`config.mk`:
```
export PLATFORM = sky130hd
export DESIGN_NAME = alu_result_fifo
export DESIGN_NICKNAME = d
export VERILOG_FILES = /design/src/rtl/alu_result_fifo.sv
export SDC_FILE = /design/constraint.sdc
export NUM_CORES = 1
export LEC_CHECK = 0
export CAP_MARGIN = 20
export CORE_ASPECT_RATIO = 1.75
export CORE_MARGIN = 2
export CORE_UTILIZATION = 35
export DETAILED_ROUTE_END_ITERATION = 10
export PLACE_DENSITY = 0.57
export SYNTH_ARGS = -nofsm -noshare
export SYNTH_HDL_FRONTEND = slang
export SYNTH_SLANG_ARGS = --single-unit
```
`constraint.sdc`:
```
create_clock -name clk -period 5.8 [get_ports clk]
set_clock_uncertainty 0.1 [all_clocks]
set_input_delay 0.87 -clock clk [delete_from_list [all_inputs] [get_ports clk]]
set_output_delay 0.87 -clock clk [all_outputs]
set_load 0.05 [all_outputs]
```
`src/rtl/alu_result_fifo.sv`:
```
// alu_result_fifo: a small FIFO that holds ALU results {res, carry, op}
// between the ALU and its consumer. Data flows through a circular buffer
// with a registered head pointer, tail pointer and occupancy count.
// A result offered while the FIFO is full is dropped, and a sticky
// overflow flag records the loss.
// Optional build macro: ALU_RESULT_FIFO_STATS_EN adds carry_cnt, a
// saturating 16-bit count of accepted results whose carry bit is set.

package enums_pkg;
  typedef enum logic [2:0] {
    OP_ADD  = 3'd0,
    OP_SUB  = 3'd1,
    OP_AND  = 3'd2,
    OP_OR   = 3'd3,
    OP_XOR  = 3'd4,
    OP_SHL  = 3'd5,
    OP_SHR  = 3'd6,
    OP_PASS = 3'd7
  } OP_CODE;

  typedef struct packed {
    logic [7:0] res;
    logic       carry;
    OP_CODE     op;
  } res_entry_t;
endpackage

module alu_result_fifo #(
  parameter int DEPTH = 4
) (
  input  logic                     clk,
  input  logic                     rst_n,
  input  logic                     in_valid,
  input  logic [7:0]               in_res,
  input  logic                     in_carry,
  input  enums_pkg::OP_CODE        in_op,
  output logic                     in_ready,
  output logic                     out_valid,
  output logic [7:0]               out_res,
  output logic                     out_carry,
  output enums_pkg::OP_CODE        out_op,
  input  logic                     out_ready,
  output logic [$clog2(DEPTH):0]   count,
  output logic                     overflow,
`ifdef ALU_RESULT_FIFO_STATS_EN
  output logic [15:0]              carry_cnt,
`endif
  input  logic                     clr_ovf
);
  import enums_pkg::*;

  localparam int AW = $clog2(DEPTH);
  localparam logic [AW:0] CNT_FULL = (AW+1)'(DEPTH);
  localparam logic [AW:0] CNT_ONE  = (AW+1)'(1);
  localparam logic [AW-1:0] PTR_ONE = AW'(1);

  res_entry_t        r_mem [DEPTH];
  logic [AW-1:0]     r_head;
  logic [AW-1:0]     r_tail;
  logic [AW:0]       r_count;
  logic              r_ovf;

  logic              w_full;
  logic              w_empty;
  logic              w_push;
  logic              w_pop;
  logic              w_drop;
  res_entry_t        w_head;

  // The handshakes depend only on the registered count. Nothing read from
  // storage feeds them, so unknown storage contents never reach the count
  // or the flags.
  assign w_full   = (r_count == CNT_FULL);
  assign w_empty  = (r_count == '0);
  // A full FIFO does not accept a push, even when a pop happens on the
  // same edge. Data never passes straight from input to output.
  assign w_push   = in_valid & ~w_full;
  assign w_pop    = out_ready & ~w_empty;
  assign w_drop   = in_valid & w_full;

  assign in_ready  = ~w_full;
  assign out_valid = ~w_empty;
  assign count     = r_count;
  assign overflow  = r_ovf;

  // The head entry is read straight from storage. Its value does not matter
  // while the FIFO is empty.
  assign w_head    = r_mem[r_head];
  assign out_res   = w_head.res;
  assign out_carry = w_head.carry;
  assign out_op    = w_head.op;

  // Storage write at the tail. There is no reset, because the pointers
  // already decide which entries are live.
  always_ff @(posedge clk) begin
    if (w_push) begin
      r_mem[r_tail] <= '{res: in_res, carry: in_carry, op: in_op};
    end
  end

  // Head and tail pointers. DEPTH is a power of two, so the natural AW-bit
  // wrap gives the modulo-DEPTH behaviour.
  always_ff @(posedge clk or negedge rst_n) begin
    if (!rst_n) begin
      r_head <= '0;
      r_tail <= '0;
    end else begin
      if (w_push) r_tail <= r_tail + PTR_ONE;
      if (w_pop)  r_head <= r_head + PTR_ONE;
    end
  end

  // Occupancy count. A push and a pop on the same edge cancel out.
  always_ff @(posedge clk or negedge rst_n) begin
    if (!rst_n) begin
      r_count <= '0;
    end else begin
      case ({w_push, w_pop})
        2'b10:   r_count <= r_count + CNT_ONE;
        2'b01:   r_count <= r_count - CNT_ONE;
        default: r_count <= r_count;
      endcase
    end
  end

  // Sticky overflow flag. A drop on the same edge as a clear leaves the
  // flag set.
  always_ff @(posedge clk or negedge rst_n) begin
    if (!rst_n)       r_ovf <= 1'b0;
    else if (w_drop)  r_ovf <= 1'b1;
    else if (clr_ovf) r_ovf <= 1'b0;
  end

`ifdef ALU_RESULT_FIFO_STATS_EN
  logic [15:0] r_carry_cnt;

  // Saturating count of accepted results with carry set. It clears
  // together with overflow.
  always_ff @(posedge clk or negedge rst_n) begin
    if (!rst_n) begin
      r_carry_cnt <= '0;
    end else if (clr_ovf) begin
      r_carry_cnt <= '0;
    end else if (w_push && in_carry && (r_carry_cnt != 16'hFFFF)) begin
      r_carry_cnt <= r_carry_cnt + 16'd1;
    end
  end

  assign carry_cnt = r_carry_cnt;
`endif

endmodule

```
Yosys cells after proc, flatten, opt, wreduce, memory -nomap -nowiden
Memory sizes are Yosys's and may differ from the RTL's.
Index checks and enable logic that the tools add are counted.
{"block": "word_totals", "ram_bits": 48, "ff_bits": 8, "mem_count": 1, "in_bits": 17}
{"name": "r_mem", "depth": 4, "width": 12, "read_ports": 1, "rd_clocked_by_memory_dff": 0, "wr": 1, "line_no": "57", "text": "res_entry_t r_mem [DEPTH];"}
{"block": "classes", "bitwise_logic": 5, "reduce_logical": 3, "add_sub_neg": 4, "muxes": 5, "eq_ne": 3}
{"op": "$pmux W3 S2", "count": 1}
{"op": "$add A2 B1 Y2 const B", "count": 2}
{"op": "$mux W1", "count": 4}
{"op": "$reduce_bool A2 Y1", "count": 2}
{"op": "$add A3 B1 Y3 const B", "count": 1}
{"op": "$and A1 B1 Y1", "count": 3}
{"op": "$eq A3 B3 Y1 const B", "count": 1}
{"op": "$logic_not A3 Y1", "count": 1}
{"op": "$sub A3 B1 Y3 const B", "count": 1}
{"op": "$eq A2 B1 Y1 const B", "count": 1}
{"op": "$eq A2 B2 Y1 const B", "count": 1}
{"op": "$not A1 Y1", "count": 2}

Longest topological paths before layout
Gate-level depths: netlist of the first run.
{"block": "depth", "depth_word": 5, "mapped_depth": 9, "mapped_depth_nobuf": 9}

Worst setup path after synthesis of the first run
No wires, ideal clock.
{"block": "synth_path", "path_type": "reg2reg", "from": "register r_count[2], in the netlist count[2]", "to": "register r_count[2], in the netlist count[2]", "setup_slack_ps": 3516, "t_arrival_ps": 2102, "setup_time_ps": 82, "stages_incl_launch_ff": 10, "synth_period_minus_slack_ps": 2284, "cell_sequence": "dfrtp_1 > nor3b_2 > nor2b_2 > inv_1 > ha_1 > inv_1 > fa_1 > xor2_1 > nor2_1 > xor2_1"}
{"block": "synth_via", "elab_chain_cells": 5}
{"element": "from (decl)", "line_no": "60", "text": "logic [AW:0] r_count;"}
{"element": "from (signal assigned)", "line_no": "119", "text": "2'b10: r_count <= r_count + CNT_ONE;"}
{"element": "from (signal assigned)", "line_no": "120", "text": "2'b01: r_count <= r_count - CNT_ONE;"}
{"element": "from (signal assigned)", "line_no": "121", "text": "default: r_count <= r_count;"}
{"element": "$eq A3 B3 Y1 or $logic_not A3 Y1 (tied branches)", "line_no": "73, 74"}
{"element": "$not A1 Y1, on equally long branches", "line_no": "77, 78"}
{"element": "$and A1 B1 Y1, on equally long branches", "line_no": "77, 78"}
{"element": "$eq A2 B1 Y1 or $eq A2 B2 Y1 (tied branches)", "line_no": "118", "text": "case ({w_push, w_pop})"}
{"element": "$pmux W3 S2 or $reduce_bool A2 Y1 (tied branches)"}
Parallel ways exist; a longest one is shown, timed or not.
A chain may end at the register's enable or synchronous reset.

Final worst setup path of the first run
{"block": "layout_path", "from": "register r_head[0]", "to": "output out_op[0]"}
{"block": "layout_via", "elab_chain_cells": 1}
{"element": "from (decl)", "line_no": "58", "text": "logic [AW-1:0] r_head;"}
{"element": "from (signal assigned)", "line_no": "109", "text": "if (w_pop) r_head <= r_head + PTR_ONE;"}
{"element": "$mem_v2 Z4 W12"}
{"element": "to (decl)", "line_no": "41", "text": "output enums_pkg::OP_CODE out_op,"}
Every way passes these cells.

==> results.sh, run 1 <==
export IMPL_firstDrtPassIters=4
export IMPL_slowest_delay_ps=890
export IMPL_gp_congestion=0.655
export IMPL_synth_async_reset_ratio_pct=14.3
export IMPL_crit_slowest_cell="dfrtp_1"
export IMPL_hold_class="flip-flop to flip-flop"
export IMPL_clk_path_buf_depth=2
export IMPL_synthFlopType="edfxtp_1"
export IMPL_drt_wl_total_mm=3.64
export IMPL_fmax_mhz=283
export IMPL_tns_ps=0
export IMPL_yosysUniqueCellTypes=22
export IMPL_drv_slew=0
export IMPL_numCtsBuffers=5
export IMPL_grt_overflow_total=0
export IMPL_syn_inst=105
export IMPL_num_rows=38
export IMPL_avgSynthCellArea_sq_um=21.2
export IMPL_cts_hold_buf=0
export IMPL_crit_type="flip-flop to output pin"
export IMPL_dp_slack_ps=2550
export IMPL_layout_commonest_cell="edfxtp_1"
export IMPL_drive_gt1_share_pct=12.5
export IMPL_status="completed"
export IMPL_yosysWarnings=0
export IMPL_initial_core_util_pct=36.1
export IMPL_endpoint_kind="output pin"
export IMPL_nFillCells=582
export IMPL_die_w_um=64.4
export IMPL_coreArea_sq_um=6180
export IMPL_syn_nets=128
export IMPL_finalCoreUtilization_pct=44.1
export IMPL_antenna_found_initial=0
export IMPL_io_pin_count=35
export IMPL_tightestPinTransition_ps=816
export IMPL_drtAntennaViolNets=0
export IMPL_antenna_cells=0
export IMPL_drc=0
export IMPL_cap_violations=0
export IMPL_nets=166
export IMPL_post_cts_setup_buffers=0
export IMPL_clkSinkCount=56
export IMPL_most_common_layout_cells="48 x edfxtp_1, 34 x clkdlybuf4s50_1, 8 x inv_1, 8 x mux4_2, 8 x dfrtp_1"
export IMPL_groute_usage_overall_pct=11.7
export IMPL_worstPathCellList="mux4_1 -> clkdlybuf4s50_1"
export IMPL_critPathMaxFanout=14
export IMPL_yosysSeqAreaShare_pct=73.6
export IMPL_avgViaCountPerCell=4.63
export IMPL_drtIter0Drc=20
export IMPL_wl_per_cell_um=16.2
export IMPL_setup_viol=0
export IMPL_max_vdd_ir_drop_mv=0.329
export IMPL_grt_setup_unrepaired="no"
export IMPL_fin_total_pwr_w=0.00151
export IMPL_fin_ws_ps=2270
export IMPL_cp_required_ps=4830
export IMPL_hold_viol_final=0
export IMPL_cts_tree="done"
export IMPL_io_buffers=34
export IMPL_grt_pass1_wl_mm=5.97
export IMPL_slew_headroom_pct=45.6
export IMPL_crit_arrival_ps=2560
export IMPL_synth_edf_count=48
export IMPL_period_share_pct=60.8
export IMPL_dp_hpwl_mm=2.48
export IMPL_grt_pass1_vias=1144
export IMPL_ctsRootBufferMaster="clkbuf_8"
export IMPL_start_kind="flip-flop"
export IMPL_path_clk_slew_ps=90
export IMPL_ys_ff_latch=56
export IMPL_grt_start_max_net_pins=18
export IMPL_p_leak_nw=0.942
export IMPL_clock_latency_ps=300
export IMPL_cts_htree_levels=2
export IMPL_holdWs_ps=427
export IMPL_min_period_ps=3530
export IMPL_ctsResizeCount=0
export IMPL_syn_area_sq_um=2230
export IMPL_vias=1038
export IMPL_syn2layout_area_growth_pct=22.1
export IMPL_die_area_sq_um=7050
export IMPL_fp_dieH_um=110
export IMPL_p_per_area_nw_per_um2=555
==> cells by family (layout without fill, tap and decap cells) <==
| family | count (synthesis) | after routing | synth area share, % |
|---|---|---|---|
| xor gates and xnor gates | 6 | 6 | 2.36 |
| muxes | 14 | 14 | 13.9 |
| adders and majority gates | 6 | 6 | 3.70 |
| DFF | 56 | 56 | 73.6 |
| AOI/OAI and AO/OA | 2 | 2 | 0.617 |
| and+or+nand+nor | 10 | 10 | 2.86 |
| buffers and inverters | 11 | 50 | 2.97 |
==> power by group <==
part	total, W	leakage, nW	switching (W)	internal (W)
Combinational	0.000680	0.366	0.000408	0.000271
Sequential	0.000624	0.535	0.0000827	0.000541
Clock	0.000209	0.0414	0.000123	0.0000861
Total	0.00151	0.942	0.000614	0.000899
==> cell usage after synthesis (2+ instances only) <==
master / n / area, sq um
mux4_1: 4 / 105
mux4_2: 8 / 180
dfrtp_1: 8 / 200
edfxtp_1: 48 / 1440
nand2_1: 2 / 7.51
inv_1: 8 / 30.0
and2_1: 4 / 25.0
ha_1: 5 / 62.6
xnor2_1: 3 / 26.3
xor2_1: 3 / 26.3
==> critical path: cells and delay by family (launching register included) <==
family / cells / cell delay, ps
flops: 1 / 890
buf+inv: 1 / 720
mux: 1 / 650
==> path summary, 6_finish.rpt <==
| kind | from | endpoint | slack, ps | depth (start not counted) |
|---|---|---|---|---|
| worst max-delay path | r_head[0] | out_op[0] | 2270 | 2 |
| worst min-delay path | overflow | overflow | 430 | 2 |
| worst max register to register | count[0] | count[2] | 3650 | 9 |
| worst min register to register | overflow | overflow | 430 | 2 |
| max in group asynchronous | rst_n | count[1] | 4560 | 1 |
| min in group asynchronous | rst_n | r_head[1] | 740 | 1 |
==> area by class of cell <==
class                           count  area (sq um)  share of cell area, %
Sequential cell                    56          1640                   60.3
Multi-Input combinational cell     38           523                   19.2
Timing Repair Buffer               34           340                   12.5
Tap cell                           80           100                   3.67
Clock buffer                        6          72.6                   2.66
Inverter                            8          30.0                   1.10
Clock inverter                      2          16.3                  0.597
==> state kept, by name, summed over array words and instances, names as in the netlist <==
name      cells
r_head        2
r_mem        48
r_tail        2
overflow      1
count         3
==> through the flow <==
| stage | cells | instance area, sq um |
|---|---|---|
| after floorplan | 105 | 2230 |
| after global placement | 216 | 2640 |
| after detailed placement | 216 | 2640 |
| after CTS | 224 | 2720 |
| after global routing | 224 | 2720 |
| final | 224 | 2720 |
==> routing by layer <==
layer / part of all wire (%) / GRT usage, % / up-vias / routed length (um)
met5: 0 / 0 / - / 0
met4: 2.3 / 5.93 / 0 / 83
met3: 3.8 / 2.87 / 7 / 140
met2: 55 / 20.6 / 27 / 2010
met1: 39 / 13.1 / 525 / 1400
li1: - / - / 479 / -
(Power assumes the default switching activity.)
==> run 2, diff against run 1 <==
==> constraint.sdc (replaced) <==
create_clock -name clk -period 3.55 [get_ports clk]
set_clock_uncertainty 0.1 [all_clocks]
set_input_delay 0.5325 -clock clk [delete_from_list [all_inputs] [get_ports clk]]
set_output_delay 0.5325 -clock clk [all_outputs]
set_load 0.05 [all_outputs]
==> run 2 against run 1 <==
  * Sequential share of layout area is essentially flat
  * Sequential cell count is the same
  * Global-route usage shrank 0.19 points
  * Setup slack lost 1700 ps
  * Final cell count grew 0.45%
  * Total power grew 63%
  * Register-to-register slack lost 2200 ps
  * Clock-buffer cell count shrank 1
  * Wire length shrank 1.7%
  * Combinational power grew 69%
  * Hold slack lost 10 ps
  * Critical path type unchanged
  * Largest cell class unchanged
==> results.sh, run 2 (same netlist as run 1, synthesis figures left out) <==
export IMPL_cts_hold_buf=0
export IMPL_groute_usage_overall_pct=11.5
export IMPL_drtAntennaViolNets=0
export IMPL_cp_startpoint="r_head[0]"
export IMPL_finalCoreUtilization_pct=44.1
export IMPL_antenna_cells=0
export IMPL_start_kind="flip-flop"
export IMPL_grt_start_max_net_pins=17
export IMPL_place_inst=217
export IMPL_drv_slew=0
export IMPL_initial_core_util_pct=36.1
export IMPL_grt_pass1_wl_mm=5.95
export IMPL_syn2layout_area_growth_pct=22.2
export IMPL_fp_dieH_um=110
export IMPL_largest_register="r_mem"
export IMPL_clkSinkCount=56
export IMPL_status="completed"
export IMPL_path_clk_slew_ps=90
export IMPL_endpoint_kind="output pin"
export IMPL_layout_commonest_cell="edfxtp_1"
export IMPL_p_seq_share_pct=40.4
export IMPL_p_sw_share_pct=40.2
export IMPL_coreArea_sq_um=6180
export IMPL_numCtsBuffers=5
export IMPL_rr_startpoint="count[0]"
export IMPL_num_rows=38
export IMPL_ctsResizeCount=0
export IMPL_crit_type="flip-flop to output pin"
export IMPL_ctsRootBufferMaster="clkbuf_8"
export IMPL_hold_viol_final=0
export IMPL_holdWs_ps=417
export IMPL_drt_wl_total_mm=3.58
export IMPL_most_common_layout_cells="48 x edfxtp_1, 34 x clkdlybuf4s50_1, 8 x inv_1, 8 x mux4_2, 8 x dfrtp_1"
export IMPL_post_cts_setup_buffers=0
export IMPL_r2r_end="count[2]"
export IMPL_gp_congestion=0.689
export IMPL_tns_ps=0
export IMPL_p_comb_share_pct=46.6
export IMPL_slew_headroom_pct=54.0
export IMPL_hold_class="primary input to async pin"
export IMPL_io_buffers=34
export IMPL_drive_gt1_share_pct=13.1
export IMPL_grt_setup_unrepaired="no"
export IMPL_critPathMaxFanout=9
export IMPL_crit_arrival_ps=2370
export IMPL_power_internal_w=0.00147
export IMPL_layout_cells_non_filler=225
export IMPL_die_area_sq_um=7050
export IMPL_fin_total_pwr_w=0.00246
export IMPL_pwr_share_clk_pct=13.1
export IMPL_largest_reg_flops=48
export IMPL_nets=167
export IMPL_setup_viol=0
export IMPL_clk_path_buf_depth=2
export IMPL_p_leak_nw=0.951
export IMPL_switchingPower_w=0.000988
export IMPL_min_period_ps=3000
export IMPL_die_w_um=64.4
export IMPL_reg2reg_depth=9
export IMPL_firstDrtPassIters=3
export IMPL_cts_tree="done"
export IMPL_antenna_found_initial=0
export IMPL_cp_endpoint="out_op[2]"
export IMPL_cp_required_ps=2920
export IMPL_max_vdd_ir_drop_mv=0.459
export IMPL_grt_pass1_vias=1151
export IMPL_drtIter0Drc=23
export IMPL_p_per_area_nw_per_um2=902
export IMPL_grt_overflow_total=0
export IMPL_avgViaCountPerCell=4.60
export IMPL_fmax_mhz=333
export IMPL_dp_hpwl_mm=2.48
export IMPL_cts_htree_levels=2
export IMPL_wl_per_cell_um=15.9
export IMPL_cap_violations=0
export IMPL_period_share_pct=84.6
export IMPL_io_pin_count=35
export IMPL_vias=1034
export IMPL_clock_latency_ps=300
export IMPL_tightestPinTransition_ps=689
export IMPL_r2r_setup_slack_ps=1420
export IMPL_drc=0
run 2: cell types whose count changed in the layout (fill, tap and decap cells not counted), sizes merged:
cell and change:
clkinvlp -1, buf +1, clkbuf -1, clkinv +2
run 2: power groups by stage:
stage,clock network (W),logic [W],registers [W]
3_3_place_gp,0,0.00114,0.000999
5_1_grt,0.000357,0.00122,0.00102
3_5_place_dp,0,0.00116,0.00101
4_1_cts,0.000332,0.00117,0.000997
2_1_floorplan,0,0.000814,0.00103
6_report,0.000321,0.00115,0.000992
run 2: worst min-delay path by stage:
stage / slack, ps / end / startpoint
finish: 420 / overflow / rst_n
global route: 430 / overflow / rst_n
CTS: 420 / overflow / rst_n
detailed placement: 430 / count[2] / count[2]
global placement: 420 / count[2] / count[2]
floorplan: 140 / count[0] / rst_n
run 2: layout make-up:
class | count | area, sq um
Clock inverter | 3 | 13.8
Inverter | 8 | 30.0
Tap cell | 80 | 100
Sequential cell | 56 | 1640
Clock buffer | 5 | 68.8
Timing Repair Buffer | 35 | 348
Fill cell | 577 | 3460
Multi-Input combinational cell | 38 | 523
run 2: metrics by stage:
| stage | setup WS (ps) | cell area (sq um) |
|---|---|---|
| floorplan | 1270 | 2230 |
| global placement | 838 | 2640 |
| detailed placement | 836 | 2640 |
| CTS | 499 | 2730 |
| global route | 436 | 2730 |
| finish | 547 | 2730 |
run 2: critical path, cell delays in order, from the launching register on:
cell and delay, ps:
dfrtp_1 520, buf_4 280, mux4_1 560, clkdlybuf4s50_1 710
run 2: metal layers:
layer | vias up | track usage, % | share of wire [%]
met1 | 520 | 13.3 | 39
li1 | 483 | - | -
met5 | - | 0 | 0
met4 | 0 | 5.02 | 2.0
met3 | 6 | 3.38 | 4.3
met2 | 25 | 19.9 | 55
